## config.mk

```make
export PLATFORM = sky130hd
export DESIGN_NAME = sd_read_seq_flat
export DESIGN_NICKNAME = d
export VERILOG_FILES = /design/src/rtl/sd_pkg.sv /design/src/rtl/sd_read_seq_if.sv /design/src/rtl/sd_cycle_timer.sv /design/src/rtl/sd_read_seq.sv /design/src/flat_wrapper.sv
export SDC_FILE = /design/constraint.sdc
export NUM_CORES = 1
export LEC_CHECK = 0
export ABC_CLOCK_PERIOD_IN_PS = 7100
export BUFFER_PORTS_ARGS = -buffer_cell sky130_fd_sc_hd__buf_2
export CAP_MARGIN = 20
export CORE_MARGIN = 10
export CORE_UTILIZATION = 55
export CTS_BUF_LIST = sky130_fd_sc_hd__clkbuf_4 sky130_fd_sc_hd__clkbuf_8 sky130_fd_sc_hd__clkbuf_16
export CTS_CLUSTER_SIZE = 24
export DETAILED_ROUTE_END_ITERATION = 10
export GPL_TIMING_DRIVEN = 0
export MAX_ROUTING_LAYER = met4
export PLACE_DENSITY = 0.8
export RECOVER_POWER = 50
export SYNTH_ARGS = -nofsm -noshare
export SYNTH_HDL_FRONTEND = slang
export SYNTH_SLANG_ARGS = --single-unit
```

## constraint.sdc

```tcl
create_clock -name clk -period 7.1 [get_ports clk]
set_clock_uncertainty 0.2 [all_clocks]
set_input_delay 0.355 -clock clk [delete_from_list [all_inputs] [get_ports clk]]
set_output_delay 0.355 -clock clk [all_outputs]
set_load 0.02 [all_outputs]
```

## src/rtl/sd_pkg.sv

```systemverilog
`default_nettype none
// +----------------------------------------------------------------------+
// | sd_pkg : shared state encoding, failure codes and helpers for the    |
// |          SD multi-block read sequencer.                              |
// | Revision: 1.0                                                        |
// +----------------------------------------------------------------------+
package sd_pkg;

    typedef enum logic [2:0] {
        ST_IDLE     = 3'd0,
        ST_START    = 3'd1,
        ST_WAIT_RUN = 3'd2,
        ST_RUN      = 3'd3,
        ST_CHECK    = 3'd4,
        ST_GAP      = 3'd5
    } sd_state_e;

    localparam logic [1:0] c_err_abort  = 2'b00;
    localparam logic [1:0] c_err_no_run = 2'b01;
    localparam logic [1:0] c_err_crc    = 2'b10;
    localparam logic [1:0] c_err_tmo    = 2'b11;

    function automatic logic [15:0] sat_inc16(input logic [15:0] v);
        if (v == 16'hFFFF) begin
            return v;
        end
        return v + 16'd1;
    endfunction

endpackage
`default_nettype wire

```

## src/rtl/sd_read_seq_if.sv

```systemverilog
`default_nettype none
// +----------------------------------------------------------------------+
// | sd_read_seq_if : request and block-reader signals of sd_read_seq.    |
// | Revision: 1.0                                                        |
// +----------------------------------------------------------------------+
interface sd_read_seq_if;
    logic        i_req_vld;
    logic        o_req_rdy;
    logic [15:0] i_req_blocks;
    logic [9:0]  i_req_buf_len;
    logic        i_abort;
    logic        o_rd_start;
    logic [9:0]  o_buf_len;
    logic        i_rd_run;
    logic [3:0]  i_rd_crc_err;
    logic        i_rd_tmo;
    logic        o_busy;
    logic        o_done;
    logic        o_err;
    logic [1:0]  o_err_code;
    logic [15:0] o_blk_cnt;

    modport slave (
        input  i_req_vld, i_req_blocks, i_req_buf_len, i_abort,
               i_rd_run, i_rd_crc_err, i_rd_tmo,
        output o_req_rdy, o_rd_start, o_buf_len, o_busy, o_done,
               o_err, o_err_code, o_blk_cnt
    );

    modport master (
        output i_req_vld, i_req_blocks, i_req_buf_len, i_abort,
               i_rd_run, i_rd_crc_err, i_rd_tmo,
        input  o_req_rdy, o_rd_start, o_buf_len, o_busy, o_done,
               o_err, o_err_code, o_blk_cnt
    );
endinterface
`default_nettype wire

```

## src/rtl/sd_cycle_timer.sv

```systemverilog
`default_nettype none
// +----------------------------------------------------------------------+
// | sd_cycle_timer : loadable down-counter, expired while count is zero. |
// | Revision: 1.0                                                        |
// +----------------------------------------------------------------------+
module sd_cycle_timer #(
    parameter int WIDTH = 5
) (
    input  logic             clk,
    input  logic             rst_n,
    input  logic             i_load,
    input  logic [WIDTH-1:0] i_load_val,
    output logic             o_expired
);

    logic [WIDTH-1:0] cnt_q;
    logic [WIDTH-1:0] cnt_d;

    always_comb begin
        cnt_d = cnt_q;
        if (i_load) begin
            cnt_d = i_load_val;
        end else if (cnt_q != '0) begin
            cnt_d = cnt_q - WIDTH'(1);
        end
    end

    always_ff @(posedge clk or negedge rst_n) begin
        if (!rst_n) begin
            cnt_q <= '0;
        end else begin
            cnt_q <= cnt_d;
        end
    end

    assign o_expired = (cnt_q == '0);

endmodule
`default_nettype wire

```

## src/rtl/sd_read_seq.sv

```systemverilog
`default_nettype none
// +----------------------------------------------------------------------+
// | sd_read_seq : multi-block SD read sequencer with per-block retry.    |
// | Revision: 1.0                                                        |
// +----------------------------------------------------------------------+
module sd_read_seq
    import sd_pkg::*;
#(
    parameter int MAX_RETRY = 2,
    parameter int RUN_WAIT  = 16,
    parameter int GAP_CYC   = 8
) (
    input  logic        clk,
    input  logic        rst_n,
    sd_read_seq_if.slave bus
);

    localparam int TMR_MAX = (RUN_WAIT > GAP_CYC) ? RUN_WAIT : GAP_CYC;
    localparam int TMR_W   = $clog2(TMR_MAX + 1);
    localparam int RETRY_W = (MAX_RETRY < 1) ? 1 : $clog2(MAX_RETRY + 1);

    // Loads are one less than the span: the expiry cycle is itself counted.
    localparam logic [TMR_W-1:0]   c_run_load  = TMR_W'(RUN_WAIT - 1);
    localparam logic [TMR_W-1:0]   c_gap_load  = TMR_W'(GAP_CYC - 1);
    localparam logic [RETRY_W-1:0] c_max_retry = RETRY_W'(MAX_RETRY);

    sd_state_e          state_q,      state_d;
    logic [15:0]        blocks_q,     blocks_d;
    logic [9:0]         buf_len_q,    buf_len_d;
    logic [15:0]        blk_cnt_q,    blk_cnt_d;
    logic [RETRY_W-1:0] retry_q,      retry_d;
    logic               tmo_sticky_q, tmo_sticky_d;
    logic               no_run_q,     no_run_d;
    logic               done_q,       done_d;
    logic               err_q,        err_d;
    logic [1:0]         err_code_q,   err_code_d;

    logic               w_tmr_load;
    logic [TMR_W-1:0]   w_tmr_val;
    logic               w_tmr_expired;
    logic               w_attempt_fail;
    logic [15:0]        w_blk_cnt_inc;

    sd_cycle_timer #(
        .WIDTH (TMR_W)
    ) u_timer (
        .clk        (clk),
        .rst_n      (rst_n),
        .i_load     (w_tmr_load),
        .i_load_val (w_tmr_val),
        .o_expired  (w_tmr_expired)
    );

    assign w_attempt_fail = no_run_q | tmo_sticky_q | (bus.i_rd_crc_err != 4'd0);
    assign w_blk_cnt_inc  = sat_inc16(blk_cnt_q);

    always_comb begin
        state_d      = state_q;
        blocks_d     = blocks_q;
        buf_len_d    = buf_len_q;
        blk_cnt_d    = blk_cnt_q;
        retry_d      = retry_q;
        tmo_sticky_d = tmo_sticky_q;
        no_run_d     = no_run_q;
        done_d       = 1'b0;
        err_d        = 1'b0;
        err_code_d   = err_code_q;
        w_tmr_load   = 1'b0;
        w_tmr_val    = '0;

        case (state_q)
            ST_IDLE: begin
                if (bus.i_req_vld) begin
                    blocks_d   = bus.i_req_blocks;
                    buf_len_d  = bus.i_req_buf_len;
                    blk_cnt_d  = 16'd0;
                    retry_d    = '0;
                    err_code_d = c_err_abort;
                    if (bus.i_req_blocks == 16'd0) begin
                        done_d = 1'b1;
                    end else begin
                        state_d = ST_START;
                    end
                end
            end
            ST_START: begin
                w_tmr_load   = 1'b1;
                w_tmr_val    = c_run_load;
                tmo_sticky_d = 1'b0;
                no_run_d     = 1'b0;
                state_d      = ST_WAIT_RUN;
            end
            ST_WAIT_RUN: begin
                if (bus.i_rd_run) begin
                    state_d = ST_RUN;
                end else if (w_tmr_expired) begin
                    no_run_d = 1'b1;
                    state_d  = ST_CHECK;
                end
            end
            ST_RUN: begin
                tmo_sticky_d = tmo_sticky_q | bus.i_rd_tmo;
                if (!bus.i_rd_run) begin
                    state_d = ST_CHECK;
                end
            end
            ST_CHECK: begin
                if (!w_attempt_fail) begin
                    blk_cnt_d = w_blk_cnt_inc;
                    retry_d   = '0;
                    if (w_blk_cnt_inc == blocks_q) begin
                        done_d  = 1'b1;
                        state_d = ST_IDLE;
                    end else begin
                        w_tmr_load = 1'b1;
                        w_tmr_val  = c_gap_load;
                        state_d    = ST_GAP;
                    end
                end else if (retry_q < c_max_retry) begin
                    retry_d    = retry_q + RETRY_W'(1);
                    w_tmr_load = 1'b1;
                    w_tmr_val  = c_gap_load;
                    state_d    = ST_GAP;
                end else begin
                    err_d   = 1'b1;
                    state_d = ST_IDLE;
                    if (no_run_q) begin
                        err_code_d = c_err_no_run;
                    end else if (tmo_sticky_q) begin
                        err_code_d = c_err_tmo;
                    end else begin
                        err_code_d = c_err_crc;
                    end
                end
            end
            ST_GAP: begin
                if (w_tmr_expired) begin
                    state_d = ST_START;
                end
            end
            default: begin
                state_d = ST_IDLE;
            end
        endcase

        // Abort overrides whatever the state decided, including a CHECK verdict.
        if ((state_q != ST_IDLE) && bus.i_abort) begin
            state_d    = ST_IDLE;
            blk_cnt_d  = blk_cnt_q;
            retry_d    = retry_q;
            done_d     = 1'b0;
            err_d      = 1'b1;
            err_code_d = c_err_abort;
            w_tmr_load = 1'b0;
        end
    end

    always_ff @(posedge clk or negedge rst_n) begin
        if (!rst_n) begin
            state_q      <= ST_IDLE;
            blocks_q     <= 16'd0;
            buf_len_q    <= 10'd0;
            blk_cnt_q    <= 16'd0;
            retry_q      <= '0;
            tmo_sticky_q <= 1'b0;
            no_run_q     <= 1'b0;
            done_q       <= 1'b0;
            err_q        <= 1'b0;
            err_code_q   <= c_err_abort;
        end else begin
            state_q      <= state_d;
            blocks_q     <= blocks_d;
            buf_len_q    <= buf_len_d;
            blk_cnt_q    <= blk_cnt_d;
            retry_q      <= retry_d;
            tmo_sticky_q <= tmo_sticky_d;
            no_run_q     <= no_run_d;
            done_q       <= done_d;
            err_q        <= err_d;
            err_code_q   <= err_code_d;
        end
    end

    assign bus.o_req_rdy  = (state_q == ST_IDLE);
    assign bus.o_busy     = (state_q != ST_IDLE);
    assign bus.o_rd_start = (state_q == ST_START);
    assign bus.o_buf_len  = buf_len_q;
    assign bus.o_done     = done_q;
    assign bus.o_err      = err_q;
    assign bus.o_err_code = err_code_q;
    assign bus.o_blk_cnt  = blk_cnt_q;

endmodule
`default_nettype wire

```

## src/flat_wrapper.sv

```systemverilog
// flat-port wrapper written by rule: the top's interface ports become plain ports
module sd_read_seq_flat import sd_pkg::*;
#(
    parameter int MAX_RETRY = 2,
    parameter int RUN_WAIT  = 16,
    parameter int GAP_CYC   = 8
)
  (clk, rst_n, bus_i_req_vld, bus_i_req_blocks, bus_i_req_buf_len, bus_i_abort, bus_i_rd_run, bus_i_rd_crc_err, bus_i_rd_tmo, bus_o_req_rdy, bus_o_rd_start, bus_o_buf_len, bus_o_busy, bus_o_done, bus_o_err, bus_o_err_code, bus_o_blk_cnt);
  sd_read_seq_if bus_i ();
  input  logic clk;
  input  logic rst_n;
  input wire logic [$bits(bus_i.i_req_vld)-1:0] bus_i_req_vld;
  input wire logic [$bits(bus_i.i_req_blocks)-1:0] bus_i_req_blocks;
  input wire logic [$bits(bus_i.i_req_buf_len)-1:0] bus_i_req_buf_len;
  input wire logic [$bits(bus_i.i_abort)-1:0] bus_i_abort;
  input wire logic [$bits(bus_i.i_rd_run)-1:0] bus_i_rd_run;
  input wire logic [$bits(bus_i.i_rd_crc_err)-1:0] bus_i_rd_crc_err;
  input wire logic [$bits(bus_i.i_rd_tmo)-1:0] bus_i_rd_tmo;
  output wire logic [$bits(bus_i.o_req_rdy)-1:0] bus_o_req_rdy;
  output wire logic [$bits(bus_i.o_rd_start)-1:0] bus_o_rd_start;
  output wire logic [$bits(bus_i.o_buf_len)-1:0] bus_o_buf_len;
  output wire logic [$bits(bus_i.o_busy)-1:0] bus_o_busy;
  output wire logic [$bits(bus_i.o_done)-1:0] bus_o_done;
  output wire logic [$bits(bus_i.o_err)-1:0] bus_o_err;
  output wire logic [$bits(bus_i.o_err_code)-1:0] bus_o_err_code;
  output wire logic [$bits(bus_i.o_blk_cnt)-1:0] bus_o_blk_cnt;
  assign bus_i.i_req_vld = bus_i_req_vld;
  assign bus_i.i_req_blocks = bus_i_req_blocks;
  assign bus_i.i_req_buf_len = bus_i_req_buf_len;
  assign bus_i.i_abort = bus_i_abort;
  assign bus_i.i_rd_run = bus_i_rd_run;
  assign bus_i.i_rd_crc_err = bus_i_rd_crc_err;
  assign bus_i.i_rd_tmo = bus_i_rd_tmo;
  assign bus_o_req_rdy = bus_i.o_req_rdy;
  assign bus_o_rd_start = bus_i.o_rd_start;
  assign bus_o_buf_len = bus_i.o_buf_len;
  assign bus_o_busy = bus_i.o_busy;
  assign bus_o_done = bus_i.o_done;
  assign bus_o_err = bus_i.o_err;
  assign bus_o_err_code = bus_i.o_err_code;
  assign bus_o_blk_cnt = bus_i.o_blk_cnt;
  sd_read_seq #(.MAX_RETRY(MAX_RETRY), .RUN_WAIT(RUN_WAIT), .GAP_CYC(GAP_CYC)) u_core (.clk(clk), .rst_n(rst_n), .bus(bus_i));
endmodule
```

=== After elaboration in Yosys (flattened, before gate mapping) ===
Index checks and enable logic that the tools add are counted.

* Register bits: 58
* Logic and storage cells: 108

* Add/sub/neg operators: 3
* Magnitude comparators: 1
* Reduce and logical (&&, ||, !) cells: 18
* Mux-type cells: 52
* Equal/unequal tests: 19
* Bitwise gates (word level): 4

{| class="wikitable"
|+ Operators by type and width
! kind !! number
|-
| 16-bit 2-to-1 mux || 4
|-
| 3-bit 2-to-1 mux || 12
|-
| 16-bit one-hot mux with 2 select lines || 1
|-
| 3-bit one-hot mux with 6 select lines || 1
|-
| 1-bit 2-to-1 mux || 17
|-
| 16-bit by 1-bit adder with 16-bit output, second input constant || 1
|-
| 16-bit equality test || 1
|-
| 16-bit equality test, second input constant || 1
|-
| 16-bit zero test || 1
|-
| 5-bit 2-to-1 mux || 3
|-
| 2-bit 2-to-1 mux || 7
|-
| 4-bit AND reduction || 3
|-
| 5-bit one-hot mux with 2 select lines || 1
|-
| 3-bit by 2-bit inequality test with 1-bit output, second input constant || 3
|-
| 3-bit inequality test, second input constant || 3
|-
| 2-bit inequality test, second input constant || 4
|-
| 1-bit one-hot mux with 2 select lines || 4
|-
| 2-bit one-hot mux with 2 select lines || 2
|-
| 2-bit nonzero test || 4
|-
| 3-bit by 2-bit equality test with 1-bit output, second input constant || 2
|-
| 3-bit equality test, second input constant || 2
|-
| 3-bit nonzero test || 2
|-
| 5-bit zero test || 1
|-
| 5-bit AND reduction || 1
|-
| 14 further kinds || 16
|}

=== Logic depth before layout (Yosys ltp) ===
* Depth after elaboration: 9
* Mapped depth: 11
* Depth with buffers taken out: 9

=== Hierarchy ===
A second synthesis with hierarchy kept.

* Cell total of the unflattened synthesis: 458
* Area total of the unflattened synthesis: 3,771.1 µm²

{| class="wikitable"
|+ Modules (own cells, without submodules)
! module !! area each (µm²) !! times used !! cells an instance
|-
| sd_read_seq || 3,492.1 || 1 || 431
|-
| sd_cycle_timer || 279.0 || 1 || 27
|}

=== Worst setup path after synthesis ===
OpenSTA, ideal clock, no wires.

* Path type: register to register
* Start: register u_core.blk_cnt_q[1], in the netlist u_core.bus.o_blk_cnt[1]
* End: register u_core.u_timer.cnt_q[1]
* Setup time: 163 ps
* Arrival: 2,598 ps
* Path buffers: 2
* Cell stages (with the launch flop): 12
* Clock period less this slack: 2,961 ps
* Slack: 4,139 ps
* Cell sequence: dfrtp_1 ha_1 and3_1 buf_2 nand3_4 and2_1 buf_2 a2111oi_2 nand4b_1 nor4_2 nand3b_4 o2111ai_1

* Word-level cells in the longest chain between the ends: 9
* Elaborated cells on any way between the ends: 15
* Those cells by class: add/sub (1); eq/ne (2); mux (11); reduce/logical (1)

{| class="wikitable"
|+ RTL lines
! what !! RTL line !! text
|-
| start: declaration || sd_read_seq.sv:30 || <nowiki>logic [15:0] blk_cnt_q, blk_cnt_d;</nowiki>
|-
| start signal: assignment || sd_read_seq.sv:174 || <nowiki>blk_cnt_q <= blk_cnt_d;</nowiki>
|-
| branches (longest 2 deep; another with 16-bit by 1-bit adder with 16-bit output) || n/a ||
|-
| 16-bit 2-to-1 mux * || sd_pkg.sv:27 || <nowiki>return v + 16'd1;</nowiki>
|-
| 16-bit equality test * || sd_read_seq.sv:111 || <nowiki>if (w_blk_cnt_inc == blocks_q) begin</nowiki>
|-
| 1-bit 2-to-1 mux || sd_read_seq.sv:111 ||
|-
| 1-bit 2-to-1 mux || sd_read_seq.sv:108 || <nowiki>if (!w_attempt_fail) begin</nowiki>
|-
| 1-bit one-hot mux with 2 select lines || sd_read_seq.sv:71 || <nowiki>case (state_q)</nowiki>
|-
| 1-bit 2-to-1 mux || sd_read_seq.sv:147 || <nowiki>if ((state_q != ST_IDLE) && bus.i_abort) begin</nowiki>
|-
| 5-bit 2-to-1 mux / 2-bit nonzero test (equally long branches) || n/a ||
|-
| end signal: assignment || sd_cycle_timer.sv:32 || <nowiki>cnt_q <= cnt_d;</nowiki>
|-
| end: declaration || sd_cycle_timer.sv:16 || <nowiki>logic [WIDTH-1:0] cnt_q;</nowiki>
|}

Every way passes the cells marked *. The select of a mux whose other input is x is not followed.
A chain may end at the register's enable or synchronous reset.

=== Worst setup path in the final report ===
* Start: register u_core.blk_cnt_q[0], in the netlist u_core.bus.o_blk_cnt[0]
* End: register u_core.u_timer.cnt_q[1]

The elaborated chain is that of the path after synthesis.

==> run metrics <==
Post-synth ARST share 100.0%; Cell variety after synth 62; detailed-routing wirelength on met1 4.242 mm; FF-to-FF End u_core.u_timer.cnt_q[1]; Primary FF master, synth dfrtp_1; Critical path buffers and inverters 0; number of filler instances in the final layout 499; cell area after synthesis roughly 3400 um^2; largest driver fanout on the critical path 7; fraction of layout cells with a size suffix above 1 between 20% and 30%; sequential element share of the synthesized area between 40% and 50%; routability congestion estimate 0.9463; DR WL met2 4.341 mm; first-pass GRT wire length 15.21 mm; number of antenna violations at the first check in global routing 0; routed wire length 9.325 mm; worst-path cell chain ha_1 -> nand4_1 -> a211oi_1 -> nand3_1 -> xnor2_1 -> o2111ai_1 -> nor4_2 -> nand3b_4 -> o2111ai_1; Synth Instances approximately 350; clk slew on worst S/H paths 70 ps; Diodes inserted 0; Post-Place Cells 492; number of buffers inserted by port buffering between 60 and 70; launching point of the worst reg2reg path u_core.bus.o_blk_cnt[0]; combined area of the multi-input logic cells approximately 1800 um^2; number of enable-type register cells in the synthesized netlist 0; share of the clock period used by the worst path after layout 48.32%; number of nets in the finished design 468; Starting Density a little under three fifths; Post-CTS Resized 0; Leakage about 0.0017 uW; max-capacitance violation count 2; Post-CTS Hold Buffers 1; number of failing hold endpoints at the final stage 0; Most Frequent Cell on Critical Path o2111ai_1; clock sink total 58; run status finished, violations left; via count 3105; setup TNS 0 ps; violations in the final reports max-capacitance violations, max-slew violations; worst path required time 7100 ps; Vert. Die Dim approximately 99 um; pin count of the biggest net entering global routing 31; Worst Hold Launch bus_i_req_blocks[5]; maximum achievable frequency 291.5 MHz; area of all sequential standard cells 1451 um^2; All-Layer GR Usage 19.63%; clk buf depth 2; fin cells 509; largest cells by area after synthesis dfrtp_1 (43%), mux2_2 (8.3%), o21ai_0 (4.1%), xnor2_1 (3.3%), nand2_1 (3.0%); Detail Route Antenna Nets 0; stage delay of the slowest cell on the critical path roughly 580 ps; kind of capture point of the worst setup path flop; post-DR wirelength/cell 18.32 um; grt ovf 0; top cell type by total area after synthesis dfrtp_1; post-detailed-route DRC marker count 0; Worst-Skew Late Latency between 300 and 400 ps; number of warnings printed during yosys synthesis 0; post-detailed-placement half-perimeter wirelength 7.115 mm; buffer cell driving the clock tree root clkbuf_8; Worst Setup Start Kind flop; die boundary width between 90 and 100 um; critical path arrival 3430 ps; Setup Buffers After CTS 0; detailed-router iteration count before antenna repair 5; core outline area slightly below 6000 um^2; final critical-path required period ~3400 ps; sum of met3 wire segment lengths after detailed routing 613 um; Setup violations, final 0; depth of the worst hold-timing path 3; worst max-slew margin expressed relative to the limit -6.461%; worst setup slack after layout 3669 ps; register bit total from synthesis 58; detail-routed via count per cell 6.100; power density cells 331.4 nW/um^2; WS Path Type reg2reg; Worst VDD drop 0.2585 mV; DRC marker count from the first detailed-route iteration ~340; crit-path leading delay family simple AND/OR/NAND/NOR gates; setup repair after global routing missed its margin no; TritonCTS clock tree yes; Max Slew Vio Count slightly above 60; worst min path class in2reg; I/O pin count 69; deepest level of the CTS H-tree 3; area share of the leading cell type in the synthesized netlist 42.63%; Post-Syn Area per Cell 9.783 um^2; clock buffer count from CTS 9; Synthesized Nets 387; destination of the worst hold path u_core.blocks_q[5]; worst setup slack before clock tree synthesis 3717 ps; placement-stage cell area 3859 um^2; full die area 9737 um^2; cells on worst reg2reg path 9; setup slack of the most critical reg-to-reg path ~3700 ps; Worst-Margin Slew roughly 1600 ps; cell with the largest stage delay on the worst path a211oi_1; synth-to-layout area growth 19.15%; Non-Filler Cell Area, Final a little over 4000 um^2; top layer used by detailed routing met4; Cell Rows 28; via count of the first global-routing pass 3049
==> tightest hold or removal path: stages <==
cell and delay, ps:
buf_2 90, nand2_1 40, o21ai_0 60
==> cells in the mapped netlist, drive strengths merged (2+ instances only) <==
master	count
dfrtp	58
nor3	9
a21o	2
nor4	11
and3	5
and4	7
nor2	22
o41ai	2
nand3b	2
o22a	2
a311oi	2
ha	3
o22ai	3
nor2b	2
a21oi	14
nand3	15
nand4	8
clkbuf	10
or2	2
a2111oi	3
xnor2	13
o211ai	3
o2111ai	2
a211oi	4
and2	4
buf	12
inv	9
mux2	25
a41oi	2
o21ai	29
nand2	27
a31oi	9
o31ai	7
xor2	4
==> placed cells by master (no fill, tap or decap), types with 5 or more instances in the layout <==
master    count
dfrtp_1      58
buf_2        51
clkbuf_1     32
o21ai_0      28
nand2_1      27
mux2_2       25
nor2_1       22
a21oi_1      14
xnor2_1      13
nand3_1      12
clkbuf_8     11
inv_1         9
nor4_1        9
a31oi_1       9
nor3_1        8
and4_1        7
o31ai_1       7
nand4_1       5
and3_1        5
==> power by group <==
part	total (uW)	internal, uW	switching [uW]	leakage (uW)
sequential	526	437	89.3	0.000735
combinational	463	205	257	0.000878
clock	356	221	135	0.000120
total	1340	863	481	0.00173
==> metal layers <==
metal | up-vias | GRT usage [%]
met2 | 154 | 29.90
li1 | 1471 | -
met3 | 13 | 3.631
met5 | - | -
met4 | 0 | 6.725
met1 | 1467 | 25.61
==> how the worst max path moves through the flow <==
stage	startpoint	end	slack, ps	cells after the start
6_report	u_core.bus.o_blk_cnt[0]	u_core.u_timer.cnt_q[1]	3670	9
5_1_grt	rst_n	u_core.blocks_q[4]	3270	3
4_1_cts	u_core.bus.o_blk_cnt[0]	u_core.u_timer.cnt_q[1]	3710	9
3_5_place_dp	u_core.bus.o_blk_cnt[0]	u_core.u_timer.cnt_q[1]	3720	9
3_3_place_gp	u_core.bus.o_blk_cnt[0]	u_core.u_timer.cnt_q[1]	3750	9
2_1_floorplan	u_core.bus.o_blk_cnt[1]	u_core.u_timer.cnt_q[1]	4140	11
==> area by class of cell <==
cell class	instances	share of cell area, %
Multi-Input combinational cell	259	44.23
Clock inverter	4	1.820
Inverter	9	0.8328
Clock buffer	12	3.917
Timing Repair Buffer	70	8.020
Tap cell	75	2.313
Sequential cell	58	35.78
Buffer	22	3.085
==> per-stage QoR <==
stage                     hold WS, ps  utilization (%)  total power, uW
after floorplan                -140.6                -            850.0
after global placement          257.7            64.37            976.0
after detailed placement        240.7            64.79             1003
after CTS                       35.45            68.87             1359
after global routing            39.78            68.11             1425
final                           36.19            68.11             1344
==> cell families (layout without fill, tap and decap cells) <==
family,after synthesis,in the layout,share of synthesized area (%)
flip-flops,58,58,42.63
multiplexers,26,26,8.563
AND/OR/NAND/NOR,118,118,20.03
adder cells (fa/ha/maj),3,3,1.103
buffers and inverters,31,117,4.667
XOR/XNOR,17,17,4.373
AO/OA/AOI/OAI,95,95,18.63
==> flip-flops by register name, indices dropped and copies added, names as in the netlist, 2 cells and up <==
register and flops:
u_core.blocks_q 16, u_core.bus.o_blk_cnt 16, u_core.bus.o_buf_len 10, u_core.u_timer.cnt_q 5, u_core.state_q 3, u_core.bus.o_err_code 2, u_core.retry_q 2
Note: power is estimated with default switching activity, not from simulation.
